File: src/rtl/mem_arbiter.sv
// Two-port arbiter for the shared program/data memory: CPU on port 0, host loader on port 1.
// One access at a time through IDLE -> BUSY -> RESP; round-robin or CPU-priority on ties.
module mem_arbiter #(
    parameter int ADDR_W   = 12,
    parameter int DATA_W   = 8,
    parameter int MEM_LAT  = 1,
    parameter int PRIO_CPU = 0
) (
    input  logic              clk,
    input  logic              reset,
    input  logic              req0,
    input  logic              req1,
    input  logic              we0,
    input  logic              we1,
    input  logic [ADDR_W-1:0] addr0,
    input  logic [ADDR_W-1:0] addr1,
    input  logic [DATA_W-1:0] wdata0,
    input  logic [DATA_W-1:0] wdata1,
    output logic              gnt0,
    output logic              gnt1,
    output logic              done0,
    output logic              done1,
    output logic [DATA_W-1:0] rdata0,
    output logic [DATA_W-1:0] rdata1,
    output logic [ADDR_W-1:0] M_addr,
    output logic [DATA_W-1:0] M_data_out,
    output logic              Write_read,
    input  logic [DATA_W-1:0] M_data_in
);

    typedef enum logic [1:0] {
        IDLE = 2'd0,
        BUSY = 2'd1,
        RESP = 2'd2
    } state_t;

    localparam logic [2:0] LAT_INIT = 3'(MEM_LAT);

    state_t            state_q, state_d;
    logic [2:0]        cnt_q, cnt_d;
    logic              last_q, last_d;
    logic              gnt0_q, gnt0_d;
    logic              gnt1_q, gnt1_d;
    logic              done0_q, done0_d;
    logic              done1_q, done1_d;
    logic [DATA_W-1:0] rdata0_q, rdata0_d;
    logic [DATA_W-1:0] rdata1_q, rdata1_d;
    logic [ADDR_W-1:0] addr_q, addr_d;
    logic [DATA_W-1:0] dout_q, dout_d;
    logic              wr_q, wr_d;
    logic              pick;

    // Winner among the active requesters; only meaningful when at least one is asserted.
    function automatic logic pick_port(input logic r0, input logic r1, input logic last);
        if (r0 && r1) begin
            return (PRIO_CPU != 0) ? 1'b0 : ~last;
        end
        return ~r0;
    endfunction

    always_comb begin
        state_d  = state_q;
        cnt_d    = cnt_q;
        last_d   = last_q;
        gnt0_d   = gnt0_q;
        gnt1_d   = gnt1_q;
        done0_d  = done0_q;
        done1_d  = done1_q;
        rdata0_d = rdata0_q;
        rdata1_d = rdata1_q;
        addr_d   = addr_q;
        dout_d   = dout_q;
        wr_d     = wr_q;
        pick     = pick_port(req0, req1, last_q);

        case (state_q)
            IDLE: begin
                if (req0 || req1) begin
                    state_d = BUSY;
                    gnt0_d  = ~pick;
                    gnt1_d  = pick;
                    last_d  = pick;
                    cnt_d   = LAT_INIT;
                    addr_d  = pick ? addr1  : addr0;
                    wr_d    = pick ? we1    : we0;
                    dout_d  = pick ? wdata1 : wdata0;
                end
            end
            BUSY: begin
                cnt_d = cnt_q - 3'd1;
                // Last access cycle: memory data is valid now, so capture and release the strobe.
                if (cnt_q <= 3'd1) begin
                    if (!wr_q) begin
                        if (gnt1_q) begin
                            rdata1_d = M_data_in;
                        end else begin
                            rdata0_d = M_data_in;
                        end
                    end
                    cnt_d   = 3'd0;
                    wr_d    = 1'b0;
                    done0_d = gnt0_q;
                    done1_d = gnt1_q;
                    state_d = RESP;
                end
            end
            RESP: begin
                done0_d = 1'b0;
                done1_d = 1'b0;
                gnt0_d  = 1'b0;
                gnt1_d  = 1'b0;
                state_d = IDLE;
            end
            default: begin
                state_d = IDLE;
            end
        endcase
    end

    always_ff @(posedge clk or negedge reset) begin
        if (!reset) begin
            state_q  <= IDLE;
            cnt_q    <= 3'd0;
            last_q   <= 1'b1;
            gnt0_q   <= 1'b0;
            gnt1_q   <= 1'b0;
            done0_q  <= 1'b0;
            done1_q  <= 1'b0;
            rdata0_q <= '0;
            rdata1_q <= '0;
            addr_q   <= '0;
            dout_q   <= '0;
            wr_q     <= 1'b0;
        end else begin
            state_q  <= state_d;
            cnt_q    <= cnt_d;
            last_q   <= last_d;
            gnt0_q   <= gnt0_d;
            gnt1_q   <= gnt1_d;
            done0_q  <= done0_d;
            done1_q  <= done1_d;
            rdata0_q <= rdata0_d;
            rdata1_q <= rdata1_d;
            addr_q   <= addr_d;
            dout_q   <= dout_d;
            wr_q     <= wr_d;
        end
    end

    assign gnt0       = gnt0_q;
    assign gnt1       = gnt1_q;
    assign done0      = done0_q;
    assign done1      = done1_q;
    assign rdata0     = rdata0_q;
    assign rdata1     = rdata1_q;
    assign M_addr     = addr_q;
    assign M_data_out = dout_q;
    assign Write_read = wr_q;

endmodule
File: config.mk
export PLATFORM = sky130hd
export DESIGN_NAME = mem_arbiter
export DESIGN_NICKNAME = d
export VERILOG_FILES = /design/src/rtl/mem_arbiter.sv
export SDC_FILE = /design/constraint.sdc
export NUM_CORES = 1
export LEC_CHECK = 0
export ABC_AREA = 0
export CAP_MARGIN = 40
export CORE_UTILIZATION = 35
export DETAILED_ROUTE_END_ITERATION = 12
export GPL_TIMING_DRIVEN = 0
export PLACE_DENSITY_LB_ADDON = 0.15
export SLEW_MARGIN = 20
export SYNTH_ARGS = -nofsm -noshare
export SYNTH_HDL_FRONTEND = slang
export SYNTH_SLANG_ARGS = --single-unit
File: constraint.sdc
create_clock -name clk -period 1.79 [get_ports clk]
set_input_delay 0.179 -clock clk [delete_from_list [all_inputs] [get_ports clk]]
set_output_delay 0.179 -clock clk [all_outputs]
set_load 0.02 [all_outputs]
; ---- Word level (Yosys, flattened, before mapping)
; Cells that the tools add are included.
[word_totals]
in_bits = 54
reg_bits = 47
ram_bits = 0
out_inout_bits = 41
latch_bits = 0
n_memories = 0
romBits = 0
[op_classes]
n_addsub = 1
n_reduce_logical = 14
multipliers = 0
mux = 23
n_eq_ne = 4
n_bitwise = 5
order_cmp = 1
div = 0
n_shift = 0
[op_table]
columns = op, n
row1 = two-way mux 12 bit, 1
row2 = two-way mux 1 bit, 10
row3 = case mux 1 bit (2 select lines), 5
row4 = AND reduction 2 bit, 5
row5 = two-way mux 8 bit, 1
row6 = AND reduction 4 bit, 2
row7 = two-way mux 3 bit, 2
row8 = case mux 3 bit (2 select lines), 1
row9 = nonzero test 2 bit, 3
row10 = NOT 1 bit, 5
row11 = two-way mux 2 bit, 2
row12 = "inequality test 2 bit, second input constant", 2
row13 = case mux 2 bit (2 select lines), 1
row14 = "less-or-equal comparator 3 x 1 -> 1 bit, second input constant", 1
row15 = AND reduction 3 bit, 1
row16 = "subtractor 3 x 1 -> 3 bit, second input constant", 1
row17 = "== test 2 x 1 -> 1 bit, second input constant", 1
row18 = "== test 2 bit, second input constant", 1
row19 = logical NOT 2 bit, 1
row20 = logical AND 1 bit, 1
row21 = logical OR 1 bit, 1

; ---- Depth between registers and ports, before layout
; Gate-level depths: netlist (run 1).
[depth]
ltp_word = 6
mapped_depth = 6
mapped_depth_nobuf = 6

; ---- Worst setup path before layout (run 1)
; Ideal clock, no wire load.
[synth_path]
path_type = register -> register
startpoint = register cnt_q[1]
endpoint = register rdata0_q[0] (netlist: rdata0[0])
path_slack_ns = 0.058
t_arrival_ns = 1.607
path_stages_with_launch = 7
setup_time_ns = 0.125
t_required_ns = 1.665
period_less_slack_ns = 1.732
cell_sequence = dfrtp_1 -> inv_1 -> ha_1 -> o21bai_2 -> nand2b_2 -> nor4_4 -> mux2_2
[synth_between]
elab_chain_len = 2
[synth_lines]
columns = item, line_no
row1 = from (decl), 40  ; logic [2:0] cnt_q, cnt_d;
row2 = from (signal assigned), 136  ; cnt_q <= cnt_d;
row3 = less-or-equal comparator 3 x 1 -> 1 bit, 92  ; if (cnt_q <= 3'd1) begin
row4 = AND reduction 4 bit (no line), n/a
row5 = to (signal assigned), 142  ; rdata0_q <= rdata0_d;
row6 = to (decl), 46  ; logic [DATA_W-1:0] rdata0_q, rdata0_d;
; Every way passes these cells.
; A chain may end at the register's enable or synchronous reset.

; ---- Final worst setup path (run 1)
[layout_path]
startpoint = register state_q[1]
endpoint = register rdata0_q[2] (netlist: rdata0[2])
[layout_between]
elab_chain_len = 2
[layout_lines]
columns = item, line_no
row1 = from (decl), 39  ; state_t state_q, state_d;
row2 = from (signal assigned), 135  ; state_q <= state_d;
row3 = == test 2 x 1 -> 1 bit, 76  ; case (state_q)
row4 = AND reduction 4 bit (no line), n/a
; Every way passes these cells.

==> results of run 1 <==
[power by group through the flow]
stage | clock network (mW) | registers [mW] | logic (mW)
after floorplan | 0 | 2.48 | 1.12
after global placement | 0 | 1.93 | 3.01
after detailed placement | 0 | 1.96 | 3.05
after CTS | 0.825 | 1.94 | 3.08
after global routing | 0.871 | 2.02 | 3.36
final | 0.805 | 1.94 | 3.08
[cell usage after synthesis (all sizes together)]
cell type and number:
clkbuf 5, nor4 2, o21bai 1, dfstp 1, o32ai 1, a2111oi 1
inv 6, nand2b 2, dfrtp 46, nand2 26, mux2i 20, buf 5
o22a 1, nand3 2, o31ai 2, a32oi 3, a2bb2oi 1, mux2 16
nor2b 2, o21ai 29, o22ai 1, nor3 1, nor2 8, ha 2
a21oi 1
[area by class of cell]
type / instances / area (um^2) / area share, %
sequential: 47 / 1180 / 35.2
timing repair buffer: 98 / 1010 / 30.1
multi-input combinational: 122 / 867 / 26.0
tap: 72 / 90.1 / 2.70
clock buffer: 6 / 82.6 / 2.47
buffer: 10 / 60.1 / 1.80
clock inverter: 2 / 35.0 / 1.05
inverter: 6 / 22.5 / 0.674
[timing repair]
item | 4_1_cts | 5_1_grt
hold buffers | 1 | 0
resized for setup | 0 | 11
setup buffers | 2 | 0
setup endpoints to repair | 16 | 37
hold endpoints to repair | 28 | 0
pin swaps | 2 | 0
[worst min-delay path by stage]
| stage | slack, ns | to | depth (start not counted) | start |
|---|---|---|---|---|
| after floorplan | -0.12 | M_addr[0] | 0 | reset |
| after global placement | 0.46 | M_data_out[6] | 2 | M_data_out[6] |
| after detailed placement | -0.02 | rdata0[7] | 1 | reset |
| after CTS | 0.19 | rdata0[7] | 2 | reset |
| after global routing | 0.20 | rdata0[7] | 2 | reset |
| final | 0.19 | rdata0[7] | 2 | reset |
[metal layers]
layer  track usage (%)  wire length (um)  share of wire (%)  vias to the layer above
li1                  -                 -                  -                      859
met2              28.8              2600                 51                       50
met5                 0                 0                  0                        -
met3              5.14               302                5.9                        5
met1              21.8              2190                 43                      844
met4              5.54                41               0.80                        0
[flip-flops by register name, indices dropped and copies added (netlist names)]
register and cells:
state_q 2, gnt0 1, M_data_out 8, last_q 1, done0 1, Write_read 1
done1 1, cnt_q 3, rdata0 8, rdata1 8, M_addr 12, gnt1 1
[cell families (layout without fill, tap and decap cells)]
logic type / after synthesis / after routing / synth area share [%]
simple gates: 43 / 43 / 10.0
flops: 47 / 47 / 55.6
fa+ha+maj: 2 / 2 / 1.18
buf+inv: 16 / 122 / 3.66
mux: 36 / 36 / 18.0
compound gates: 41 / 41 / 11.5
[metrics by stage]
stage / setup WS, ns / cell area [um^2] / power [mW]
after floorplan: 0.0581 / 2120 / 3.60
after global placement: -0.807 / 3140 / 4.94
after detailed placement: -0.200 / 3180 / 5.01
after CTS: 0.0684 / 3320 / 5.85
after global routing: -0.00686 / 3340 / 6.25
final: 0.0762 / 3340 / 5.83
==> Implementation_results.wiki, run 1 <==
{| class="wikitable"
! Metric !! Value
|-
| Max VDD drop || 0.000744 V
|-
| Dpl hpwl || 3880 um
|-
| Clock sink count || 47
|-
| Syn_nets || ~240
|-
| Critical Path Source || state_q[1]
|-
| Synth warnings || 0
|-
| Maximum clock path buffer count || 2
|-
| Critical path start-end classification || reg2reg
|-
| Reg2Reg Capture Point || rdata0[2]
|-
| Area growth from synthesis to layout || 57.8%
|-
| Cell count after synthesis || 185
|-
| Total buffers and inverters traversed by the critical path || 3
|-
| Antenna violations before repair || 0
|-
| Slack of the worst reg-to-reg path || around 0.076 ns
|-
| Detailed-route via count || roughly 1,800
|-
| Max Cap Violations || 0
|-
| Top Ports || 95
|-
| Sequential share of power || 33.3%
|-
| Post-detailed-route count of antenna-violating nets || 0
|-
| Number of detailed-route iterations in the first pass || 4
|-
| Cell accounting for the most synthesized area || dfrtp_1
|-
| Final standard cell count with taps included and fillers excluded || around 360
|-
| Result of the run || finished, final reports clean
|-
| First-pass GRT wire length || around 8600 um
|-
| Vias per cell || 4.84
|-
| Vias in the first global route || between 1,500 and 2,000
|-
| Fill cells || 501
|-
| Total CTS buffers || 5
|-
| Root Buffer || clkbuf_8
|-
| Startpoint type of the worst setup path || flop
|-
| Register clock-pin slew on the reported worst setup and hold paths || 0.09 ns
|-
| Starting Density || about 37%
|-
| Post-synthesis sequential area ratio || 55.6%
|-
| Clk network pwr share || 13.8%
|-
| Overflow after GRT || 0
|-
| Largest driver fanout on the critical path || 9
|-
| Internal Pwr Total || around 3.5 mW
|-
| Combinational fraction of design power || ~53%
|-
| Worst slack on hold paths || about 0.19 ns
|-
| Post-synthesis cell type count || 30
|-
| Post-route core utilization || 58.9%
|-
| Standard-cell row count || 27
|-
| Die Span X || 79.8 um
|-
| Slew headroom || 62.9%
|-
| Cell with the biggest individual delay on the critical path || dfrtp_1
|-
| Worst EP arrival || between 1.5 and 2 ns
|-
| Flop and latch count out of synthesis || 47
|-
| Final Max Slew Viols || 0
|-
| TritonCTS clock tree || yes
|-
| Post-route DRC violation count || 0
|-
| Fraction of post-synthesis cell area in the top cell type by area || between 50 and 60%
|-
| Required time reported for the critical path endpoint || a little under 2 ns
|-
| Number of setup violations in the final report || 0
|-
| Most common cell after layout, fill and taps aside || clkdlybuf4s50_1
|-
| Fraction of layout instances using a drive strength above 1 || 14.4%
|-
| Most frequent cells in the layout || clkdlybuf4s50_1 (92), dfrtp_1 (46), o21ai_0 (27), nand2_1 (26), mux2i_1 (20)
|-
| Clock latency of the later-clocked register in the worst-skew pair || roughly 0.3 ns
|-
| Aggregate global-route resource usage || 17.4%
|-
| Hold Path Class || in2async
|-
| PwrDens || about 1700 nW/um^2
|-
| Floorplan die height || 79.8 um
|-
| Maximum number of pins on one net before global-route repair || 30
|-
| Die Area || 6360 um^2
|-
| CP Cell Sequence || buf_2 > nand2b_1 > buf_6 > nor4_4 > buf_6 > mux2_2
|-
| Final number of hold-violating endpoints || 0
|-
| Critical path capture point || rdata0[2]
|-
| Critical Path Sink Type || flop
|-
| Final GP Congestion || about 0.74
|-
| Largest cells by area after synthesis || dfrtp_1 (54%), mux2i_1 (9.5%), mux2_2 (8.0%)
|-
| Leakage component of the power || 1.45 nW
|-
| Maximum clock skew at final layout || about 0.011 ns
|-
| Summed instance area of the synthesized netlist || 2120 um^2
|-
| Final-layout setup total negative slack || 0 ns
|-
| Sw Share || 39.2%
|-
| Nets || ~350
|-
| Starting DRC count in detailed routing || 110
|-
| Average wire per cell in the routed design || ~14 um
|-
| Max H-tree Level || 2
|-
| Std-Cell Core Area || 5680 um^2
|-
| Avg Inst Size Synth || 11.4 um^2
|-
| Aggregate routed wire length || 5130 um
|-
| Final antenna diode count || 0
|-
| Period Utilization, post-route || between 90% and 100%
|-
| FF-to-FF path depth || 6
|-
| Switching pwr || between 2 and 2.5 mW
|-
| Tightest Pin Transition || 0.553 ns
|-
| Period minus WS final || 1.71 ns
|-
| Family with the most delay on the worst path || buffers and inverters
|-
| Cells after DPL || 352
|-
| Maximum clock rate || 583 MHz
|-
| Crit. path cell count || 6
|-
| Crit path largest cell delay || 0.36 ns
|-
| Most frequent cell on the critical path || buf_6
|-
| Start of the worst register-to-register path || state_q[1]
|-
| Buffers added on ports || 93
|}
(Power assumes the default switching activity.)
==> run 2, diff against run 1 <==
- CTS_CLUSTER_SIZE: not set -> 16
- GPL_ROUTABILITY_DRIVEN: not set -> 0
==> results of run 2 <==
Final layout, timing and power as in run 1 (identical DEF).
==> run 3, diff against run 2 <==
- CELL_PAD_IN_SITES_DETAIL_PLACEMENT: not set -> 1
- CELL_PAD_IN_SITES_GLOBAL_PLACEMENT: not set -> 2
- CORE_UTILIZATION: 35 -> 22
- PLACE_DENSITY: not set -> 0.85
- PLACE_DENSITY_LB_ADDON: 0.15 -> not set
==> Implementation_results.wiki, run 3 (same netlist as run 1, synthesis figures left out) <==
{| class="wikitable"
! Metric !! Value
|-
| Result of the run || finished, final reports clean (unchanged)
|-
| Seq. cell area || 1180 um^2 (about the same)
|-
| Starting Density || 22.8% (was 37.3%)
|-
| PnR Total Power || 6.15 mW (was 5.83 mW)
|-
| Vias in the first global route || 1,964 (was 1,785)
|-
| Most common cell after layout, fill and taps aside || clkdlybuf4s50_1 (unchanged)
|-
| Top Ports || 95 (unchanged)
|-
| Root Buffer || clkbuf_8 (unchanged)
|-
| Start of the worst register-to-register path || cnt_q[1] (was state_q[1])
|-
| Overflow after GRT || 0 (unchanged)
|-
| FF-to-FF path depth || 7 (was 6)
|-
| Setup repair after global routing missed its margin || true
|-
| Final antenna diode count || 0 (unchanged)
|-
| Average wire per cell in the routed design || 14.1 um (about the same)
|-
| Period Utilization, post-route || 96.7% (was 95.7%)
|-
| Dpl hpwl || 4520 um (was 3880 um)
|-
| Floorplan die height || 100 um (was 79.8 um)
|-
| Std-Cell Core Area || 9280 um^2 (was 5680 um^2)
|-
| Multi-input combinational cell area || 886 um^2 (was 867 um^2)
|-
| Antenna violations before repair || 0 (unchanged)
|-
| Reg2Reg Capture Point || rdata1[7] (was rdata0[2])
|-
| Hold Path Class || in2async (unchanged)
|-
| Top Usage Layer GRT || met2 (unchanged)
|-
| Die Span X || 100 um (was 79.8 um)
|-
| Maximum number of pins on one net before global-route repair || 27 (was 30)
|-
| Fill cells || 1,037 (was 501)
|-
| Number of flip-flops under the largest register name || 12 (unchanged)
|-
| First-pass GRT wire length || 9660 um (was 8560 um)
|-
| Starting DRC count in detailed routing || 46 (was 110)
|-
| Slack of the worst reg-to-reg path || 0.06 ns (was 0.08 ns)
|-
| Max VDD drop || 0.000654 V (was 0.000744 V)
|-
| Critical Path Sink Type || flop (unchanged)
|-
| Tightest Pin Transition || 0.527 ns (was 0.553 ns)
|-
| Most frequent cells in the layout || clkdlybuf4s50_1 (92), dfrtp_1 (45), o21ai_0 (27), nand2_1 (26), mux2i_1 (20) (was clkdlybuf4s50_1 (92), dfrtp_1 (46), o21ai_0 (27), nand2_1 (26), mux2i_1 (20))
|-
| Number of detailed-route iterations in the first pass || 3 (was 4)
|-
| Largest driver fanout on the critical path || 8 (was 9)
|-
| Nets || 349 (was 346)
|-
| Die Area || 10,000 um^2 (was 6360 um^2)
|-
| Maximum clock rate || 577 MHz (was 583 MHz)
|-
| Fraction of layout instances using a drive strength above 1 || 15.6% (was 14.4%)
|-
| Total CTS buffers || 5 (unchanged)
|-
| Aggregate global-route resource usage || 12.4% (was 17.4%)
|-
| Max H-tree Level || 2 (unchanged)
|-
| Post-Place Setup Slack || -0.313 ns (was -0.200 ns)
|-
| Final-layout setup total negative slack || 0 ns (unchanged)
|-
| Post-route DRC violation count || 0 (unchanged)
|-
| Detailed-route via count || 1,799 (was 1,758)
|-
| Final number of hold-violating endpoints || 0 (unchanged)
|-
| Vias per cell || 4.25 (was 4.84)
|-
| TritonCTS clock tree || yes (unchanged)
|-
| Maximum clock skew at final layout || 0.0102 ns (was 0.0114 ns)
|-
| Final Max Slew Viols || 0 (unchanged)
|-
| Leakage component of the power || 1.47 nW (was 1.45 nW)
|-
| Number of setup violations in the final report || 0 (unchanged)
|-
| Global-route track usage on met3 || 4.60% (was 5.14%)
|-
| Standard-cell row count || 35 (was 27)
|-
| Slew headroom || 63.9% (was 62.9%)
|-
| Max Cap Violations || 0 (unchanged)
|-
| Worst EP arrival || 1.91 ns (was 1.89 ns)
|-
| Startpoint type of the worst setup path || flop (unchanged)
|-
| Post-detailed-route count of antenna-violating nets || 0 (unchanged)
|-
| Fin worst setup slack || 0.0583 ns (was 0.0762 ns)
|-
| PwrDens || 1770 nW/um^2 (was 1740 nW/um^2)
|-
| Post-route core utilization || 37.3% (was 58.9%)
|-
| Worst slack on hold paths || 0.397 ns (was 0.191 ns)
|-
| Critical path capture point || rdata1[7] (was rdata0[2])
|-
| Clock latency of the later-clocked register in the worst-skew pair || 0.29 ns (was 0.30 ns)
|-
| Fraction of met2 tracks used by global routing || 21.1% (was 28.8%)
|-
| Register clock-pin slew on the reported worst setup and hold paths || 0.09 ns (about the same)
|-
| Met1 track demand over resource in global routing || 14.8% (was 21.8%)
|-
| Period minus WS final || 1.73 ns (was 1.71 ns)
|-
| Buffers added on ports || 93 (unchanged)
|-
| Required time reported for the critical path endpoint || 1.97 ns (was 1.96 ns)
|-
| Critical Path Source || cnt_q[1] (was state_q[1])
|-
| Clock sink count || 47 (unchanged)
|-
| Area growth from synthesis to layout || 63.7% (was 57.8%)
|-
| Maximum clock path buffer count || 2 (unchanged)
|-
| Aggregate routed wire length || 5970 um (was 5130 um)
|-
| Critical path start-end classification || reg2reg (unchanged)
|}
[run 3: cell types whose count changed in the layout (fill, tap and decap cells not counted), moves of 2 or more]
cell / before / now
buf_12: 1 / 3
clkbuf_1: 1 / 3
mux2_4: 0 / 2
mux2_2: 15 / 13
buf_4: 2 / 6
buf_6: 3 / 1
[run 3: metal layers]
metal	vias to the layer above	part of all wire, %
met5	-	0
met4	0	0.80
met3	6	7.5
met2	59	49
met1	877	42
li1	857	-
[run 3: through the flow]
stage,cell area (um^2),cells
after global routing,3470,423
final,3470,423
after detailed placement,3220,408
after global placement,3210,407
after floorplan,2120,185
after CTS,3410,419
[run 3: area by class of cell]
class / instances / area share, %
flip-flops and latches: 47 / 34.0
repair buffers: 101 / 29.6
multi-input cells: 122 / 25.6
well taps: 129 / 4.66
clock buffers: 6 / 2.09
clock inverters: 2 / 1.73
plain buffers: 10 / 1.70
inverters: 6 / 0.650
[run 3: power by group]
| group | internal [mW] | switching (mW) |
|---|---|---|
| combinational | 1.63 | 1.67 |
| clock | 0.558 | 0.353 |
| sequential | 1.60 | 0.335 |
[run 3: repair_timing]
| item | in CTS | in global routing |
|---|---|---|
| pin swaps | 2 | 1 |
| gates resized for setup | 1 | 11 |
| buffers inserted | 2 | 4 |
| hold buffers | 1 | 0 |
| endpoints found under the hold margin | 20 | 0 |
| gates cloned | 0 | 0 |
| endpoints found under the setup margin | 17 | 38 |
[run 3: worst min path at each step]
stage                end  cells after the start      start  slack [ns]
5_1_grt        M_addr[8]                      2      reset        0.45
3_3_place_gp   M_addr[9]                      2  M_addr[9]        0.46
2_1_floorplan  M_addr[0]                      0      reset       -0.12
3_5_place_dp   M_addr[8]                      1      reset        0.19
6_report       M_addr[6]                      2      reset        0.40
4_1_cts             gnt1                      4       req0        0.36
[run 3: critical path, stage by stage (launching register included)]
cell	delay, ns
dfrtp_1	0.41
inv_2	0.07
ha_1	0.13
o21bai_4	0.13
nand2b_4	0.10
nor4_4	0.27
buf_12	0.17
mux2_2	0.33
